[src/rtl/dig_lock_pkg.sv]
// Shared types and sizing helpers for the dig_lock_seq keypad lock controller.
// Optional lockout is enabled by defining DIG_LOCK_LOCKOUT_EN.
package dig_lock_pkg;

  typedef enum logic [1:0] {
    ARMED   = 2'd0,
    OPEN    = 2'd1,
    LOCKOUT = 2'd2
  } state_t;

  localparam logic [15:0] DEF_CODE = 16'h1234;

  // Wide enough for the longer of the two dwell periods, never narrower than 1 bit.
  function automatic int timer_w(input int open_cyc, input int lock_cyc);
    int m;
    m = (open_cyc > lock_cyc) ? open_cyc : lock_cyc;
    return (m > 1) ? $clog2(m) : 1;
  endfunction

  function automatic int fail_w(input int max_fail);
    return $clog2(max_fail + 1);
  endfunction

endpackage

[src/rtl/dig_lock_timer.sv]
// Loadable down-counter shared by the OPEN and LOCKOUT dwell periods.
// Counts down to zero and holds there until reloaded.
module dig_lock_timer
  import dig_lock_pkg::*;
#(
  parameter int W = 4
) (
  input  logic         clk,
  input  logic         reset,
  input  logic         load,
  input  logic [W-1:0] load_val,
  output logic         zero
);

  logic [W-1:0] cnt;

  // NOTE: sequential state uses non-blocking assignments so every flop samples pre-edge values.
  always_ff @(posedge clk or negedge reset) begin
    if (!reset)           cnt <= '0;
    else if (load)        cnt <= load_val;
    else if (cnt != '0)   cnt <= cnt - W'(1);
  end

  assign zero = (cnt == '0);

endmodule

[src/rtl/dig_lock_seq.sv]
// Keypad lock controller: symbol window, Mealy unlock on enter, timed door-open,
// in-field code reprogramming; failed-attempt lockout when DIG_LOCK_LOCKOUT_EN is defined.
module dig_lock_seq
  import dig_lock_pkg::*;
#(
  parameter int SYM_W    = 4,
  parameter int CODE_LEN = 4,
  parameter logic [CODE_LEN*SYM_W-1:0] RST_CODE = DEF_CODE,
  parameter int OPEN_CYC = 8,
  parameter int MAX_FAIL = 3,
  parameter int LOCK_CYC = 16
) (
  input  logic                            clk,
  input  logic                            reset,
  input  logic                            sym_valid,
  input  logic [SYM_W-1:0]                sym,
  input  logic                            enter,
  input  logic                            prog_valid,
  input  logic [CODE_LEN*SYM_W-1:0]       prog_code,
  output logic                            unlock,
  output logic                            door_open,
  output logic                            locked_out,
  output logic [$clog2(MAX_FAIL+1)-1:0]   fail_cnt
);

  localparam int CW    = CODE_LEN * SYM_W;
  localparam int TW    = timer_w(OPEN_CYC, LOCK_CYC);
  localparam int FW    = fail_w(MAX_FAIL);
  localparam int FILLW = $clog2(CODE_LEN + 1);

  state_t            state, state_n;
  logic [CW-1:0]     window, window_n, code, cmp_vec;
  logic [FILLW-1:0]  fill, fill_n;
  logic [FW-1:0]     fail_n;
  logic              full, match, unlock_raw;
  logic              timer_load, timer_zero;
  logic [TW-1:0]     timer_val;

  // The symbol arriving with enter takes part in the compare.
  assign cmp_vec = sym_valid ? {window[CW-SYM_W-1:0], sym} : window;
  assign full    = (fill == FILLW'(CODE_LEN)) ||
                   (sym_valid && (fill == FILLW'(CODE_LEN - 1)));
  assign match   = full && (cmp_vec == code);

  // NOTE: every always_comb output gets a default first, so no path can infer a latch.
  always_comb begin
    state_n    = state;
    window_n   = window;
    fill_n     = fill;
    fail_n     = fail_cnt;
    unlock_raw = 1'b0;
    case (state)
      ARMED: begin
        if (enter) begin
          window_n = '0;
          fill_n   = '0;
          if (match) begin
            unlock_raw = 1'b1;
            state_n    = OPEN;
            fail_n     = '0;
          end else begin
`ifdef DIG_LOCK_LOCKOUT_EN
            fail_n = fail_cnt + FW'(1);
            if (fail_n == FW'(MAX_FAIL)) state_n = LOCKOUT;
`else
            if (fail_cnt != FW'(MAX_FAIL)) fail_n = fail_cnt + FW'(1);
`endif
          end
        end else if (sym_valid) begin
          window_n = cmp_vec;
          if (fill != FILLW'(CODE_LEN)) fill_n = fill + FILLW'(1);
        end
      end
      OPEN: begin
        if (timer_zero) state_n = ARMED;
      end
`ifdef DIG_LOCK_LOCKOUT_EN
      LOCKOUT: begin
        if (timer_zero) begin
          state_n = ARMED;
          fail_n  = '0;
        end
      end
`endif
      default: state_n = ARMED;
    endcase
  end

  // Reload on every state change; the value only matters for the timed states.
  assign timer_load = (state_n != state);
`ifdef DIG_LOCK_LOCKOUT_EN
  assign timer_val  = (state_n == LOCKOUT) ? TW'(LOCK_CYC - 1) : TW'(OPEN_CYC - 1);
`else
  assign timer_val  = TW'(OPEN_CYC - 1);
`endif

  dig_lock_timer #(.W(TW)) u_timer (
    .clk      (clk),
    .reset    (reset),
    .load     (timer_load),
    .load_val (timer_val),
    .zero     (timer_zero)
  );

  assign unlock = unlock_raw & reset;

  always_ff @(posedge clk or negedge reset) begin
    if (!reset) begin
      state     <= ARMED;
      window    <= '0;
      fill      <= '0;
      fail_cnt  <= '0;
      code      <= RST_CODE;
      door_open <= 1'b0;
    end else begin
      state     <= state_n;
      window    <= window_n;
      fill      <= fill_n;
      fail_cnt  <= fail_n;
      door_open <= (state_n == OPEN);
      if (state == OPEN && prog_valid) code <= prog_code;
    end
  end

`ifdef DIG_LOCK_LOCKOUT_EN
  always_ff @(posedge clk or negedge reset) begin
    if (!reset) locked_out <= 1'b0;
    else        locked_out <= (state_n == LOCKOUT);
  end
`else
  assign locked_out = 1'b0;
`endif

endmodule

[config.mk]
export PLATFORM = sky130hd
export DESIGN_NAME = dig_lock_seq
export DESIGN_NICKNAME = d
export VERILOG_FILES = /design/src/rtl/dig_lock_pkg.sv /design/src/rtl/dig_lock_timer.sv /design/src/rtl/dig_lock_seq.sv
export SDC_FILE = /design/constraint.sdc
export NUM_CORES = 1
export LEC_CHECK = 0
export ABC_AREA = 1
export CORE_ASPECT_RATIO = 2
export CORE_UTILIZATION = 30
export CTS_CLUSTER_DIAMETER = 200
export DETAILED_ROUTE_END_ITERATION = 8
export GPL_ROUTABILITY_DRIVEN = 0
export MAX_ROUTING_LAYER = met4
export SLEW_MARGIN = 30
export SYNTH_ARGS = -nofsm -noshare
export SYNTH_HDL_FRONTEND = slang
export SYNTH_SLANG_ARGS = --single-unit
[constraint.sdc]
create_clock -name clk -period 1.5 [get_ports clk]
set_input_delay 0.15 -clock clk [delete_from_list [all_inputs] [get_ports clk]]
set_output_delay 0.15 -clock clk [all_outputs]
set_load 0.01 [all_outputs]
; After elaboration in Yosys (flattened, before gate mapping)
; Cells that the tools add are included.
[totals]
in_bits = 25
register_bits = 44
wordCells = 50
out_inout_bits = 5
[classes]
muxes = 17
add_sub_neg = 3
bitwise_logic = 1
n_eq_ne = 8
n_reduce_logical = 14
[op_table]
columns = op, n
row1 = two-way mux 16 bit, 3
row2 = equality test 16 bit, 1
row3 = two-way mux 2 bit, 5
row4 = two-way mux 3 bit, 3
row5 = two-way mux 4 bit, 2
row6 = nonzero test 2 bit, 4
row7 = AND reduction 3 bit, 2
row8 = equality test 2 x 1 -> 1 bit (second input constant), 2
row9 = logical NOT 4 bit, 1
row10 = one-hot mux 2 bit (2 select lines), 1
row11 = nonzero test 4 bit, 1
row12 = subtractor 4 x 1 -> 4 bit (second input constant), 1
row13 = adder 3 x 1 -> 3 bit (second input constant), 1
row14 = equality test 3 x 2 -> 1 bit (second input constant), 1
row15 = equality test 3 bit (second input constant), 1
row16 = logical AND 1 bit, 3
row17 = two-way mux 1 bit, 3
row18 = inequality test 3 bit (second input constant), 1
row19 = adder 2 x 1 -> 2 bit (second input constant), 1
row20 = logical NOT 2 bit, 1
row21 = inequality test 2 bit, 1
row22 = inequality test 2 bit (second input constant), 1
row23 = AND reduction 2 bit, 1
row24 = AND 1 bit, 1
row25 = logical OR 1 bit, 1

; Depth between registers and ports, before layout
[depth]
depth_word = 9
ltp_mapped = 13
depth_no_buf = 13

; Hierarchy
; Synthesis repeated with hierarchy kept, for this count alone.
[unflattened]
cells_unflattened = 338
hier_area_um2 = 2548.7
[by_module_without_submodules]
columns = module, cells_per_inst, seq_area_each_um2, area_each_um2, n_inst
row1 = dig_lock_seq, 304, 1007.2, 2306.0, 1
row2 = dig_lock_timer, 34, 100.1, 242.7, 1

; Least setup slack after synthesis
; Ideal clock, no wire load.
[synth_timing]
path_kind = reg2reg
startpoint = register fill[0]
endpoint = register u_timer.cnt[3]
t_arrival_ns = 1.452
path_slack_ns = -0.066
t_required_ns = 1.386
path_buffers = 0
setup_time_ns = 0.114
path_stages_with_launch = 13
synth_period_minus_slack_ns = 1.566
cell_sequence = dfrtp_1 -> inv_1 -> ha_1 -> nand2_1 -> nand2_1 -> a21boi_1 -> nand3_1 -> nor2_2 -> nand4_2 -> nand2_1 -> nand2_1 -> nand2_1 -> nor2_1
[synth_via]
elab_chain_len = 9
word_cells_on_any_way = 11
cone_classes = eq/ne: 3 / mux: 4 / reduce/logical: 4
[synth_rtl]
columns = element, line
row1 = start: declaration, dig_lock_seq.sv:33  ; logic [FILLW-1:0] fill, fill_n;
row2 = start signal: assignment, dig_lock_seq.sv:118  ; fill <= fill_n;
row3 = equality test 3 x 2 -> 1 bit, dig_lock_seq.sv:42  ; (sym_valid && (fill == FILLW'(CODE_LEN - 1)));
row4 = logical AND 1 bit, dig_lock_seq.sv:42
row5 = logical OR 1 bit *, dig_lock_seq.sv:41  ; assign full = (fill == FILLW'(CODE_LEN)) ||
row6 = logical AND 1 bit *, dig_lock_seq.sv:43  ; assign match = full && (cmp_vec == code);
row7 = two-way mux 2 bit *, dig_lock_seq.sv:57  ; if (match) begin
row8 = two-way mux 2 bit *, dig_lock_seq.sv:54  ; if (enter) begin
row9 = one-hot mux 2 bit (2 select lines) *, dig_lock_seq.sv:52  ; case (state)
row10 = inequality test 2 bit *, dig_lock_seq.sv:90  ; assign timer_load = (state_n != state);
row11 = two-way mux 4 bit / nonzero test 2 bit (equally long branches), --
row12 = end signal: assignment, dig_lock_timer.sv:20  ; else if (load) cnt <= load_val;
row13 = end signal: assignment, dig_lock_timer.sv:21  ; else if (cnt != '0) cnt <= cnt - W'(1);
row14 = end: declaration, dig_lock_timer.sv:15  ; logic [W-1:0] cnt;
; Mark *: on every way between the ends. The rest lies on a longest branch, timed or not.
; A chain may end at the register's enable or synchronous reset.

; Final worst setup path
[layout_timing]
startpoint = register window[1]
endpoint = output port unlock
[layout_via]
elab_chain_len = 7
[layout_rtl]
columns = element, line
row1 = start: declaration, dig_lock_seq.sv:32  ; logic [CW-1:0] window, window_n, code, cmp_vec;
row2 = start signal: assignment, dig_lock_seq.sv:117  ; window <= window_n;
row3 = two-way mux 16 bit, dig_lock_seq.sv:40  ; assign cmp_vec = sym_valid ? {window[CW-SYM_W-1:0], sym} : window;
row4 = equality test 16 bit, dig_lock_seq.sv:43
row5 = logical AND 1 bit, dig_lock_seq.sv:43
row6 = two-way mux 1 bit, dig_lock_seq.sv:57
row7 = two-way mux 1 bit, dig_lock_seq.sv:54
row8 = two-way mux 1 bit, dig_lock_seq.sv:52
row9 = AND 1 bit, dig_lock_seq.sv:105  ; assign unlock = unlock_raw & reset;
row10 = end: declaration, dig_lock_seq.sv:20  ; output logic unlock,
; Every way passes these cells.

==> metrics.yaml <==
sta:
  max_freq_mhz: 523.5
  period_minus_slack_ns: 1.910
  finalCritPeriodShare: 1.274
  tns_ns: -2.565
  report.final.slew_viol_count: 0
  timing.slew.headroom: 0.6251
  worst_slew_pin_slew_ns: 0.5624
  setup_viol: 9
  rsz0062_at_grt: "yes"
  skew_ns: 0.004677
  finalHoldViolCount: 0
  fin_ws_ns: -0.4104
global_route:
  use_met2: 0.3307
  grt_util_met1: 0.1654
  grt-ovfl-total: 0
  grt_pass1_vias: 2575
  grtUsageTotal: 0.1807
  grt_pass1_wl_mm: 11.15
  use_met3: 0.03147
  busiest_layer: "met2"
  grt_antenna_before_repair: 0
  grt_max_degree: 45
synth:
  synth_top_family_by_area: "simple AND/OR/NAND/NOR gates"
  yosys.area_share.simple: 0.2987
  synth_xor_area_frac: 0.007161
  yosys_warnings: 0
  synth-seq-cells: 44
  synth_mux_area_frac: 0.004604
  synth_adder_area_share: 0.02558
  netlist_area_sq_mm: 0.002446
  synth_edf_count: 0
  synth.avg_cell_area_sq_um: 7.480
  synth_compound_area_frac: 0.1095
  synth.distinct_cells: 33
  synth_ff_type: "dfrtp_1"
  ys_seq_area_frac: 0.4527
  syn_inst: 327
  synthArstFlopShare: 1.000
critical_path:
  required_ns: 1.35
  setup.worst_path.end_class: "output port"
  worst-setup-path-type: "flip-flop to output port"
  path_max_fanout: 3
  arrival_ns: 1.76
  critPathLaunchType: "flip-flop"
floorplan:
  dieArea_sq_mm: 0.008541
  start_util: 0.3102
  dieWidth_um: 65.85
  boundaryPins: 30
  core_region_area_sq_mm: 0.007885
  rows: 46
  fp.dieH_um: 129.7
routing:
  detail-route-antenna-nets: 0
  drc: 0
  routed_via_density: 4.761
  drt_first_pass_iters: 5
  drtIter0Drc: 90
  drt-wirelength-per-cell_um: 12.86
  wirelength_mm: 6.830
  num_vias: 2528
place:
  dp.cells: 517
  hpwl_mm: 5.116
  placed_area_sq_mm: 0.003367
  numPortBuffers: 28
layout:
  drive_gt1_frac: 0.2989
  fin_util: 0.4695
  mostFrequentLayoutCell: "nand2_1"
  antennaDiodeCount: 0
  final_cells: 531
  finalNetCount: 464
  final_cell_area_sq_mm: 0.003702
  area.growth.synth_to_final_pct: 51.36
  final_cell_mix: "nand2_1, buf_4, inv_1, dfrtp_1, nand3_1"
run_status:
  status: "finished, violations left"
  violations: "setup timing"
clock_tree:
  cts_root_buf: "clkbuf_16"
  htree_levels: 2
  clkTransAtPathRegs_ns: 0.06
  cts_tree: "done"
  clock_path_buffers: 2
  clk_latency_ns: 0.29
  cts_buffers: 5
  cts_num_sinks: 44
pwr:
  ir_worst_vdd_uv: 636.6
  power_mw: 3.331
  power_density_mw_per_mm2: 899.7
  p_leak_nw: 1.924
hold_path:
  hold_class: "primary input to flip-flop"
flow_run:
  cap_violations: 0
layer usage:
metal,share of wire,wire [um]
met1,0.36,2471
met2,0.56,3813
met3,0.028,190
met4,0.052,354
met5,0,0
registers in the layout (all words and copies together) (netlist names):
signal / flops
fail_cnt: 2
window: 16
code: 16
fill: 3
door_open: 1
u_timer.cnt: 4
state: 2
stage by stage:
stage	setup slack [ns]	hold WS [ns]
2_1_floorplan	-0.03352	-0.1456
3_3_place_gp	-0.9759	0.2854
3_5_place_dp	-1.016	0.2885
4_1_cts	-0.4346	0.4047
5_1_grt	-0.4922	0.4290
6_report	-0.4104	0.3993
worst paths after layout:
kind	end	start	cells past startpoint	slack (ns)
max in group asynchronous	code[4]$_DFFE_PN1P_	reset	3	0.62
min in group asynchronous	window[5]$_DFFE_PN0P_	reset	3	0.51
setup reg to reg	u_timer.cnt[3]$_DFFE_PN0P_	fill[0]$_DFFE_PN0P_	13	-0.34
hold reg to reg	fail_cnt[0]$_DFFE_PN0P_	fail_cnt[0]$_DFFE_PN0P_	1	0.51
setup / recovery	unlock	window[1]$_DFFE_PN0P_	10	-0.41
hold / removal	code[12]$_DFFE_PN1P_	prog_code[12]	3	0.40
repair_timing:
| item | in CTS | in global routing |
|---|---|---|
| setup endpoints to repair | 25 | 28 |
| pin swaps | 7 | 8 |
| hold buffers | 1 | 0 |
| setup buffers | 3 | 1 |
| gates resized for setup | 22 | 23 |
| cloned | 1 | 0 |
| endpoints found under the hold margin | 39 | 0 |
area by class of cell:
| class | count | area [sq um] |
|---|---|---|
| Clock buffer | 6 | 128.9 |
| Clock inverter | 2 | 35.03 |
| Fill cell | 761 | 4183 |
| Inverter | 51 | 196.4 |
| Multi-Input combinational cell | 224 | 1209 |
| Sequential cell | 44 | 1107 |
| Tap cell | 96 | 120.1 |
| Timing Repair Buffer | 108 | 905.9 |
synth_stat cells, types with 4 or more instances:
cell / n / area [sq um]
nor3_1: 4 / 20.02
ha_1: 5 / 62.56
nand2_1: 93 / 349.1
o21ai_1: 4 / 20.02
o22ai_1: 5 / 31.28
inv_2: 4 / 15.01
dfrtp_1: 39 / 975.9
nand4_1: 7 / 43.79
nand3_1: 31 / 155.2
inv_1: 47 / 176.4
dfstp_2: 5 / 131.4
o21ai_0: 9 / 45.04
a32o_1: 6 / 60.06
nor2_1: 27 / 101.4
a21oi_1: 16 / 80.08
where the power goes:
group	switching, mW	leakage, nW	total (mW)	internal [mW]
Sequential	0.0695	0.535	1.36	1.29
Clock	0.459	0.0808	1.24	0.784
Combinational	0.346	1.31	0.729	0.382
worst max-delay path, cell delays in order (launching register included):
cell and delay, ns:
dfrtp_1 0.34, inv_2 0.05, buf_4 0.12, nand2_1 0.08, nand2_1 0.08, nand2_1 0.10, nand2_1 0.07, nor3_2 0.16
nand4_1 0.13, nor3_2 0.17, buf_2 0.17
cells by family (layout without fill, tap and decap cells):
logic type | after synthesis | count (layout)
and+or+nand+nor | 170 | 170
buffers and inverters | 60 | 167
AOI/OAI and AO/OA | 44 | 44
DFF | 44 | 44
adders and majority gates | 5 | 5
xor gates and xnor gates | 2 | 2
other | 1 | 2
muxes | 1 | 1
No activity file was read; power rests on OpenSTA's default activity.
